$ cat src/rtl/free_list.sv
// Circular FIFO of free physical register tags feeding rename; retire returns T_old.
// Optional branch-recovery head checkpoint enabled by defining FREE_LIST_CKPT_EN.
`ifndef PHYS_REG_SZ
`define PHYS_REG_SZ 64
`endif

module free_list #(
  parameter int PHYS_REG_SZ = `PHYS_REG_SZ,
  parameter int ARCH_REG_SZ = 32,
  parameter int FL_DEPTH    = PHYS_REG_SZ - ARCH_REG_SZ,
  localparam int TW = $clog2(PHYS_REG_SZ),
  localparam int IW = $clog2(FL_DEPTH),
  localparam int PW = IW + 1
) (
  input  logic          clock,
  input  logic          reset,
  input  logic          alloc_req,
  output logic [TW-1:0] alloc_tag,
  output logic          alloc_valid,
  input  logic          free_req,
  input  logic [TW-1:0] free_tag,
  output logic [PW-1:0] free_count,
`ifdef FREE_LIST_CKPT_EN
  input  logic          ckpt_save,
  input  logic          ckpt_restore,
`endif
  output logic          overflow_err
);

  logic [TW-1:0] entry [FL_DEPTH];
  logic [PW-1:0] head, tail, head_nxt, tail_nxt;
  logic          empty, full, alloc_ok, free_ok, restore;

  // Pointer advance with explicit index wrap so non-power-of-two depths also work.
  function automatic logic [PW-1:0] ptr_inc(input logic [PW-1:0] p);
    if (p[IW-1:0] == IW'(FL_DEPTH - 1))
      ptr_inc = {~p[IW], {IW{1'b0}}};
    else
      ptr_inc = {p[IW], p[IW-1:0] + IW'(1)};
  endfunction

`ifdef FREE_LIST_CKPT_EN
  logic [PW-1:0] ckpt;
  assign restore = ckpt_restore;
`else
  assign restore = 1'b0;
`endif

  assign empty       = (head == tail);
  assign full        = (head[IW-1:0] == tail[IW-1:0]) && (head[IW] != tail[IW]);
  assign alloc_valid = !empty;
  assign alloc_tag   = entry[head[IW-1:0]];

  // A restore rewinds head, so any allocation in the same cycle is void.
  assign alloc_ok = alloc_req && !empty && !restore;
  assign free_ok  = free_req && (!full || alloc_ok);

  always_comb begin
    head_nxt = head;
    tail_nxt = tail;
`ifdef FREE_LIST_CKPT_EN
    if (restore)
      head_nxt = ckpt;
    else if (alloc_ok)
      head_nxt = ptr_inc(head);
`else
    if (alloc_ok)
      head_nxt = ptr_inc(head);
`endif
    if (free_ok)
      tail_nxt = ptr_inc(tail);
  end

  always_comb begin
    free_count = '0;
    if (head[IW] == tail[IW])
      free_count = PW'(tail[IW-1:0]) - PW'(head[IW-1:0]);
    else
      free_count = PW'(FL_DEPTH) + PW'(tail[IW-1:0]) - PW'(head[IW-1:0]);
  end

  always_ff @(posedge clock) begin
    if (reset) begin
      for (int i = 0; i < FL_DEPTH; i++)
        entry[i] <= TW'(ARCH_REG_SZ + i);
      head         <= '0;
      tail         <= {1'b1, {IW{1'b0}}};
      overflow_err <= 1'b0;
    end else begin
      if (free_ok)
        entry[tail[IW-1:0]] <= free_tag;
      head         <= head_nxt;
      tail         <= tail_nxt;
      overflow_err <= free_req && !free_ok;
    end
  end

`ifdef FREE_LIST_CKPT_EN
  always_ff @(posedge clock) begin
    if (reset)
      ckpt <= '0;
    else if (ckpt_save && !ckpt_restore)
      ckpt <= head_nxt;
  end
`endif

endmodule

$ cat config.mk
export PLATFORM = sky130hd
export DESIGN_NAME = free_list
export DESIGN_NICKNAME = d
export VERILOG_FILES = /design/src/rtl/free_list.sv
export SDC_FILE = /design/constraint.sdc
export NUM_CORES = 1
export LEC_CHECK = 0
export ABC_CLOCK_PERIOD_IN_PS = 5200
export CELL_PAD_IN_SITES_DETAIL_PLACEMENT = 1
export CELL_PAD_IN_SITES_GLOBAL_PLACEMENT = 1
export CORE_ASPECT_RATIO = 2
export CORE_MARGIN = 1
export CORE_UTILIZATION = 55
export CTS_CLUSTER_DIAMETER = 200
export DETAILED_ROUTE_END_ITERATION = 16
export DONT_BUFFER_PORTS = 1
export PLACE_DENSITY_LB_ADDON = 0.1
export SLEW_MARGIN = 20
export SYNTH_ARGS = -nofsm -noshare
export SYNTH_HDL_FRONTEND = slang
export SYNTH_SLANG_ARGS = --single-unit
$ cat constraint.sdc
create_clock -name clock -period 5.2 [get_ports clock]
set_input_delay 1.04 -clock clock [delete_from_list [all_inputs] [get_ports clock]]
set_output_delay 1.04 -clock clock [all_outputs]
set_load 0.005 [all_outputs]
# After elaboration in Yosys (flattened, before gate mapping)
# Memory sizes are Yosys's and may differ from the RTL's. A register that Yosys moved wholly into a read port is not among the register bits.
# Cells that the tools add are included.
classes:
  n_reduce_logical: 11
  muxes: 13
  n_eq_ne: 6
  bitwise_logic: 2
  addsub: 5
op_table:
  columns: ["operator", "count"]
  rows:
  - ["$mux 5", 5]
  - ["$mux 6", 2]
  - ["$add 5x1->5 const B", 2]
  - ["$eq 5x5->1 const B", 2]
  - ["$add 6x5->6 const A", 1]
  - ["$eq 6x6->1", 1]
  - ["$mux 1", 6]
  - ["$reduce_or 6->1", 1]
  - ["$sub 5x5->6", 1]
  - ["$sub 6x5->6", 1]
  - ["$eq 5x5->1", 1]
  - ["$logic_and 1x1->1", 4]
  - ["$reduce_and 2->1", 2]
  - ["$logic_not 1->1", 3]
  - ["$not 1->1", 2]
  - ["$eq 1x1->1", 1]
  - ["$logic_or 1x1->1", 1]
  - ["$ne 1x1->1", 1]
totals:
  ff_bits: 13
  ramBits: 192
  wordCells: 43
  inputBits: 10
  output_inout_bits: 14
  n_memories: 1
memory_table:
  columns: ["name", "words", "width", "rd", "rd_ports_with_merged_regs", "wr", "line_no", "rtl"]
  rows:
  - ["entry", 32, 6, 1, 1, 32, "30", "logic [TW-1:0] entry [FL_DEPTH];"]

# Depth between registers and ports, before layout
# Gate-level depths: netlist of run 1.
depth:
  depth_word: 10
  depth_mapped: 8
  mapped_depth_nobuf: 7

# Worst setup path before layout of run 1
# Ideal clock, no wire load.
synth_path:
  path_type: "input to register"
  startpoint: "input port alloc_req"
  endpoint: "memory entry[15][0] (netlist name), enable pin"
  arrival_time_ns: 2.442
  path_stages: 5
  t_required_ns: 4.927
  path_slack_ns: 2.484
  cell_sequence: "buf_1 or4_4 buf_6 and3b_4 or2_1"
synth_lines:
  columns: ["item", "line_no", "rtl"]
  rows:
  - ["from (decl)", "17", "input logic alloc_req,"]
  - ["to (decl)", "30", null]

==> reports/metrics.cfg, run 1 <==
[min_path]
hp-class=reg2reg
hold_path_depth=2
holdCritStartpoint=head[3]

[floorplanning]
core_mm2=0.01778
pin_count=24
die_h_um=192.6
rows=69
start_util=0.5616
dieWidth_um=97.29
dieArea_mm2=0.01874

[critical_path]
crit_path_max_fanout=48
ff2ff_path_depth=6
r2r_slack_ns=1.68
endpoint_kind=output port
r2r_start=tail[4]
crit_path_start_kind=flip-flop
worstSetupPathType=reg2out
r2r_end=entry[25][4]
cp.arrival_ns=2.65
worstPathRequired_ns=4.16

[synth]
ys_ff_latch=210
synth_top_cell_area_share=0.5772
syn_avg_cell_area_um2=13.65
syn_inst=732
synth_xor_area_frac=0.006138
yosysMostFrequentCell=edfxtp_1
ys_warn_count=0
netlist_area_mm2=0.009988
yosysTopAreaCell=edfxtp_1
synthAdderAreaFrac=0.01704
yosys.area_share.simple=0.1813
async_reset_ff_frac=0
ys_types=50
synth_top_family_by_area=simple AND/OR/NAND/NOR gates
muxShareOfSynthArea=0.1102
synth_edf_count=192
ys.flop_type=edfxtp_1
synth_nets=755
seq_area_frac_synth=0.6133
ys_top_cells_by_area=edfxtp_1 58%, mux4_2 11%, or3_1 3.9%
synth_compound_area_frac=0.03946
synth_common_cells=192 x edfxtp_1, 63 x or3_1, 53 x nand2_1

[pwr]
p_total_mw=3.518
cellPowerDensity_mw_per_mm2=329.9
p_leak_nw=3.009
ir_worst_vdd_mv=0.3403

[clock_network]
clockBufferDepth=3
cts_sinks=210
cts_buffers=19
post_cts_buffers=0
cts.htree.levels=1
cts_resized=0
cts.root.buffer_cell=clkbuf_16
cts_tree=yes
clkTransAtPathRegs_ns=0.07
cts_hold_buf=0
clkLatencyLatePin_ns=0.50

[timing]
hold_viol_final=0
tightest_slew_ns=1.041
grt_setup_unrepaired=no
timing.fmax_mhz=270.9
clock_skew_ns=0.01744
fin_ws_ns=1.508
fin_tns_setup_ns=0
finalMaxSlewViolations=0
post-route-min-period_ns=3.692
post-route-period-util=0.7099
relSlewSlack=0.3034
setup_viol=0

[layout]
fillerInstances=1706
final_cell_area_mm2=0.01066
seqCellArea_mm2=0.006131
multiInputGateArea_mm2=0.003545
final_util=0.5996
final_nets=721
antennaDiodeCount=0
syn_to_final_growth_pct=6.765
drive_gt1_frac=0.1901

[placement]
place_congestion=0.8664
portBuffers=0
hpwl_um=17480
post-place-ws_ns=1.764
place_area_mm2=0.01006

[global_routing]
grt_pass1_vias=6473
grt.overflow.total=0
grt_pass1_wl_um=38890
grt_max_degree=50
antenna_found_initial=0
grt_use_total=0.2816

[drt]
drtIter0Drc=300
ant_nets=0
dr.pass1.iters=4
drt-vias-per-instance=6.445
avgRoutedWirePerCell_um=27.63
wl_um=25500
drc=0
route.vias.total=5949

[status]
outcome=finished, final reports clean

[job]
max-cap-violations=0

where the power goes:
group	leakage [nW]	switching, mW	total [mW]	internal (mW)
clock network	0.291	0.625	1.40	0.776
registers	1.73	0.0351	1.90	1.87
logic	0.985	0.129	0.215	0.0863
registers in the layout, summed over array words and instances, names as in the netlist, named ones only:
register / count
entry: 192
head: 6
tail: 6
overflow_err: 1
how the worst max path moves through the flow:
| stage | from | to | cells past startpoint |
|---|---|---|---|
| CTS | flip-flop | alloc_tag[0] | 3 |
| global placement | tail[4] | entry[25][3] | 6 |
| detailed placement | tail[4] | entry[25][0] | 6 |
| global route | flip-flop | alloc_tag[0] | 3 |
| finish | flip-flop | alloc_tag[0] | 3 |
| floorplan | alloc_req | entry[15][0] | 5 |
metrics by stage:
step	cells	hold WS (ns)
finish	923	0.5306
global route	923	0.5775
CTS	923	0.5316
detailed placement	890	0.5126
global placement	890	0.5082
floorplan	732	0.4804
area by class of cell:
| class | count | area share |
|---|---|---|
| clock buffer | 22 | 0.04564 |
| clock inverter | 11 | 0.01079 |
| inverter | 16 | 0.005632 |
| multi-input combinational | 443 | 0.3324 |
| sequential | 210 | 0.5749 |
| tap | 213 | 0.02499 |
| timing repair buffer | 8 | 0.005632 |
worst max-delay path, stage by stage, from the launching register on:
cell     delay (ns)
dfxtp_4        0.96
mux4_2         0.61
o22ai_1        0.43
nor4_1         0.14
layout by cell type, fill, tap and decap left out, types with 3 or more instances in the layout:
| master | instances |
|---|---|
| or2b_1 | 3 |
| nand3_1 | 8 |
| nand2b_1 | 12 |
| or3_1 | 63 |
| nand4_1 | 4 |
| buf_4 | 8 |
| o21ai_0 | 5 |
| or3b_2 | 4 |
| nor2_1 | 42 |
| o22ai_1 | 24 |
| and2_1 | 33 |
| o41ai_4 | 4 |
| nand3b_1 | 5 |
| clkinv_1 | 3 |
| clkbuf_1 | 3 |
| dfxtp_1 | 16 |
| and3_1 | 3 |
| ha_1 | 12 |
| inv_1 | 14 |
| nor4_1 | 9 |
| edfxtp_1 | 192 |
| clkinv_4 | 3 |
| nor3_1 | 40 |
| a21oi_1 | 9 |
| a31oi_1 | 3 |
| nand2_1 | 53 |
| clkbuf_16 | 19 |
| mux4_2 | 48 |
| and3b_1 | 4 |
| or2_2 | 32 |
kinds of logic (layout without fill, tap and decap cells):
| logic type | Yosys count | after routing |
|---|---|---|
| buf+inv | 79 | 57 |
| flops | 210 | 210 |
| xor+xnor | 4 | 4 |
| simple gates | 326 | 326 |
| mux | 50 | 50 |
| fa+ha+maj | 13 | 13 |
| compound gates | 50 | 50 |
metal layers:
metal | up-vias | global-route usage | share of wire
li1 | 2689 | - | -
met1 | 3074 | 0.3053 | 0.35
met2 | 133 | 0.5439 | 0.57
met3 | 53 | 0.03477 | 0.038
met4 | 0 | 0.1239 | 0.041
met5 | - | 0 | 0
(Power assumes the default switching activity.)
==> inputs of run 2 (changes only) <==
- ABC_CLOCK_PERIOD_IN_PS: 5200 -> 3900
- CORE_UTILIZATION: 55 -> 53
- clock period: 5.2 -> 3.9 ns (I/O delays scaled with it)
==> reports/metrics.cfg, run 2 (synthesis results as in run 1) <==
[layout]
top_regs=entry (192), head (6), tail (6)
final_util=0.5838
final_nets=727
final_common_cell=edfxtp_1
drive_gt1_frac=0.1994
fillerInstances=1775
antennaDiodeCount=0
largest_register_ffs=192
largest_register=entry
syn_to_final_growth_pct=7.503
final_cell_area_mm2=0.01074
final_cell_mix=192 x edfxtp_1, 63 x or3_1, 53 x nand2_1, 48 x mux4_2, 42 x nor2_1

[global_routing]
grt_pass1_vias=6616
grt.overflow.total=0
grt_max_degree=50
antenna_found_initial=0
grt_use_total=0.2708
grt_pass1_wl_um=38650

[timing]
clock_skew_ns=0.01794
hold_viol_final=0
hold_slack_ns=0.3543
relSlewSlack=0.3008
setup_viol=0
fin_tns_setup_ns=0
timing.fmax_mhz=295.2
post-route-min-period_ns=3.387
post-route-period-util=0.8686
tightest_slew_ns=1.048
grt_setup_unrepaired=no
finalMaxSlewViolations=0

[min_path]
hold_path_depth=1
hp-class=in2reg

[clock_network]
cts_buffers=19
clockBufferDepth=3
cts.htree.levels=1
clkLatencyLatePin_ns=0.50
cts_sinks=210
cts_resized=0
post_cts_buffers=0
cts_hold_buf=0
clkTransAtPathRegs_ns=0.07
cts.root.buffer_cell=clkbuf_16
cts_tree=yes

[critical_path]
crit_path_max_fanout=29
critPathSlowestCell=dfxtp_2
worstPathRequired_ns=3.12
crit_chain=buf_4 -> mux4_2 -> o22ai_1 -> nor4_1
r2r_slack_ns=1.10
worstSetupPathType=reg2out
slowest_delay_ns=0.81
crit_path_start_kind=flip-flop
ff2ff_path_depth=6
cp.arrival_ns=2.61
endpoint_kind=output port

[job]
max-cap-violations=0

[placement]
place_congestion=0.8413
portBuffers=0
place_area_mm2=0.01011
hpwl_um=17400

[floorplanning]
die_h_um=196.1
dieArea_mm2=0.01943
start_util=0.5431
rows=70
pin_count=24
dieWidth_um=99.07
core_mm2=0.01839

[drt]
drtIter0Drc=254
avgRoutedWirePerCell_um=26.95
drc=0
ant_nets=0
dr.pass1.iters=6
drt-vias-per-instance=6.389
wl_um=25140
route.vias.total=5961

[pwr]
p_total_mw=4.736
cellPowerDensity_mw_per_mm2=441.1
p_leak_nw=3.063
ir_worst_vdd_mv=0.3369

[status]
outcome=finished, final reports clean

## run 2: changes by cell type in the layout (fill, tap and decap cells not counted), sizes merged
| cell | previous run | this run |
|---|---|---|
| buf | 8 | 14 |
| clkbuf | 22 | 21 |
| clkinv | 8 | 9 |
| inv | 16 | 17 |
## run 2: cell type report
class | instances | area (µm²) | share of cell area
Clock buffer | 21 | 504.2 | 0.04696
Timing Repair Buffer | 14 | 105.1 | 0.009788
Tap cell | 216 | 270.3 | 0.02517
Multi-Input combinational cell | 443 | 3545 | 0.3301
Inverter | 16 | 60.06 | 0.005593
Sequential cell | 210 | 6131 | 0.5710
Clock inverter | 13 | 122.6 | 0.01142
## run 2: metal layers
| layer | up-vias | routed length [µm] | global-route usage |
|---|---|---|---|
| met4 | 0 | 925 | 0.1084 |
| met1 | 3047 | 8783 | 0.2891 |
| met2 | 155 | 14470 | 0.5312 |
| li1 | 2702 | - | - |
| met3 | 57 | 964 | 0.02850 |
| met5 | - | 0 | 0 |
## run 2: path summary, 6_finish.rpt
check / from / endpoint
worst min-delay path: reset / tail[0]
worst max-delay path: flip-flop / alloc_tag[4]
worst min register to register: head[3] / head[3]
worst max register to register: tail[3] / entry[13][5]
## run 2: report_power, final
part           switching [mW]  internal [mW]  leakage [nW]  total (mW)
combinational           0.185          0.120          1.02       0.304
clock                   0.832           1.07         0.311        1.91
sequential             0.0367           2.49          1.73        2.53
total                    1.05           3.68          3.06        4.74
## run 2: critical path: cells and delay by family, from the launching register on
kind | cells | cell delay [ns]
flops | 1 | 0.81
simple gates | 1 | 0.58
buf+inv | 1 | 0.35
mux | 1 | 0.23
compound gates | 1 | 0.12
## run 2: through the flow
stage | cells | worst slack [ns]
floorplan | 732 | 1.444
finish | 933 | 0.5125
detailed placement | 899 | 1.071
CTS | 933 | 0.5459
global route | 933 | 0.4259
global placement | 899 | 1.085
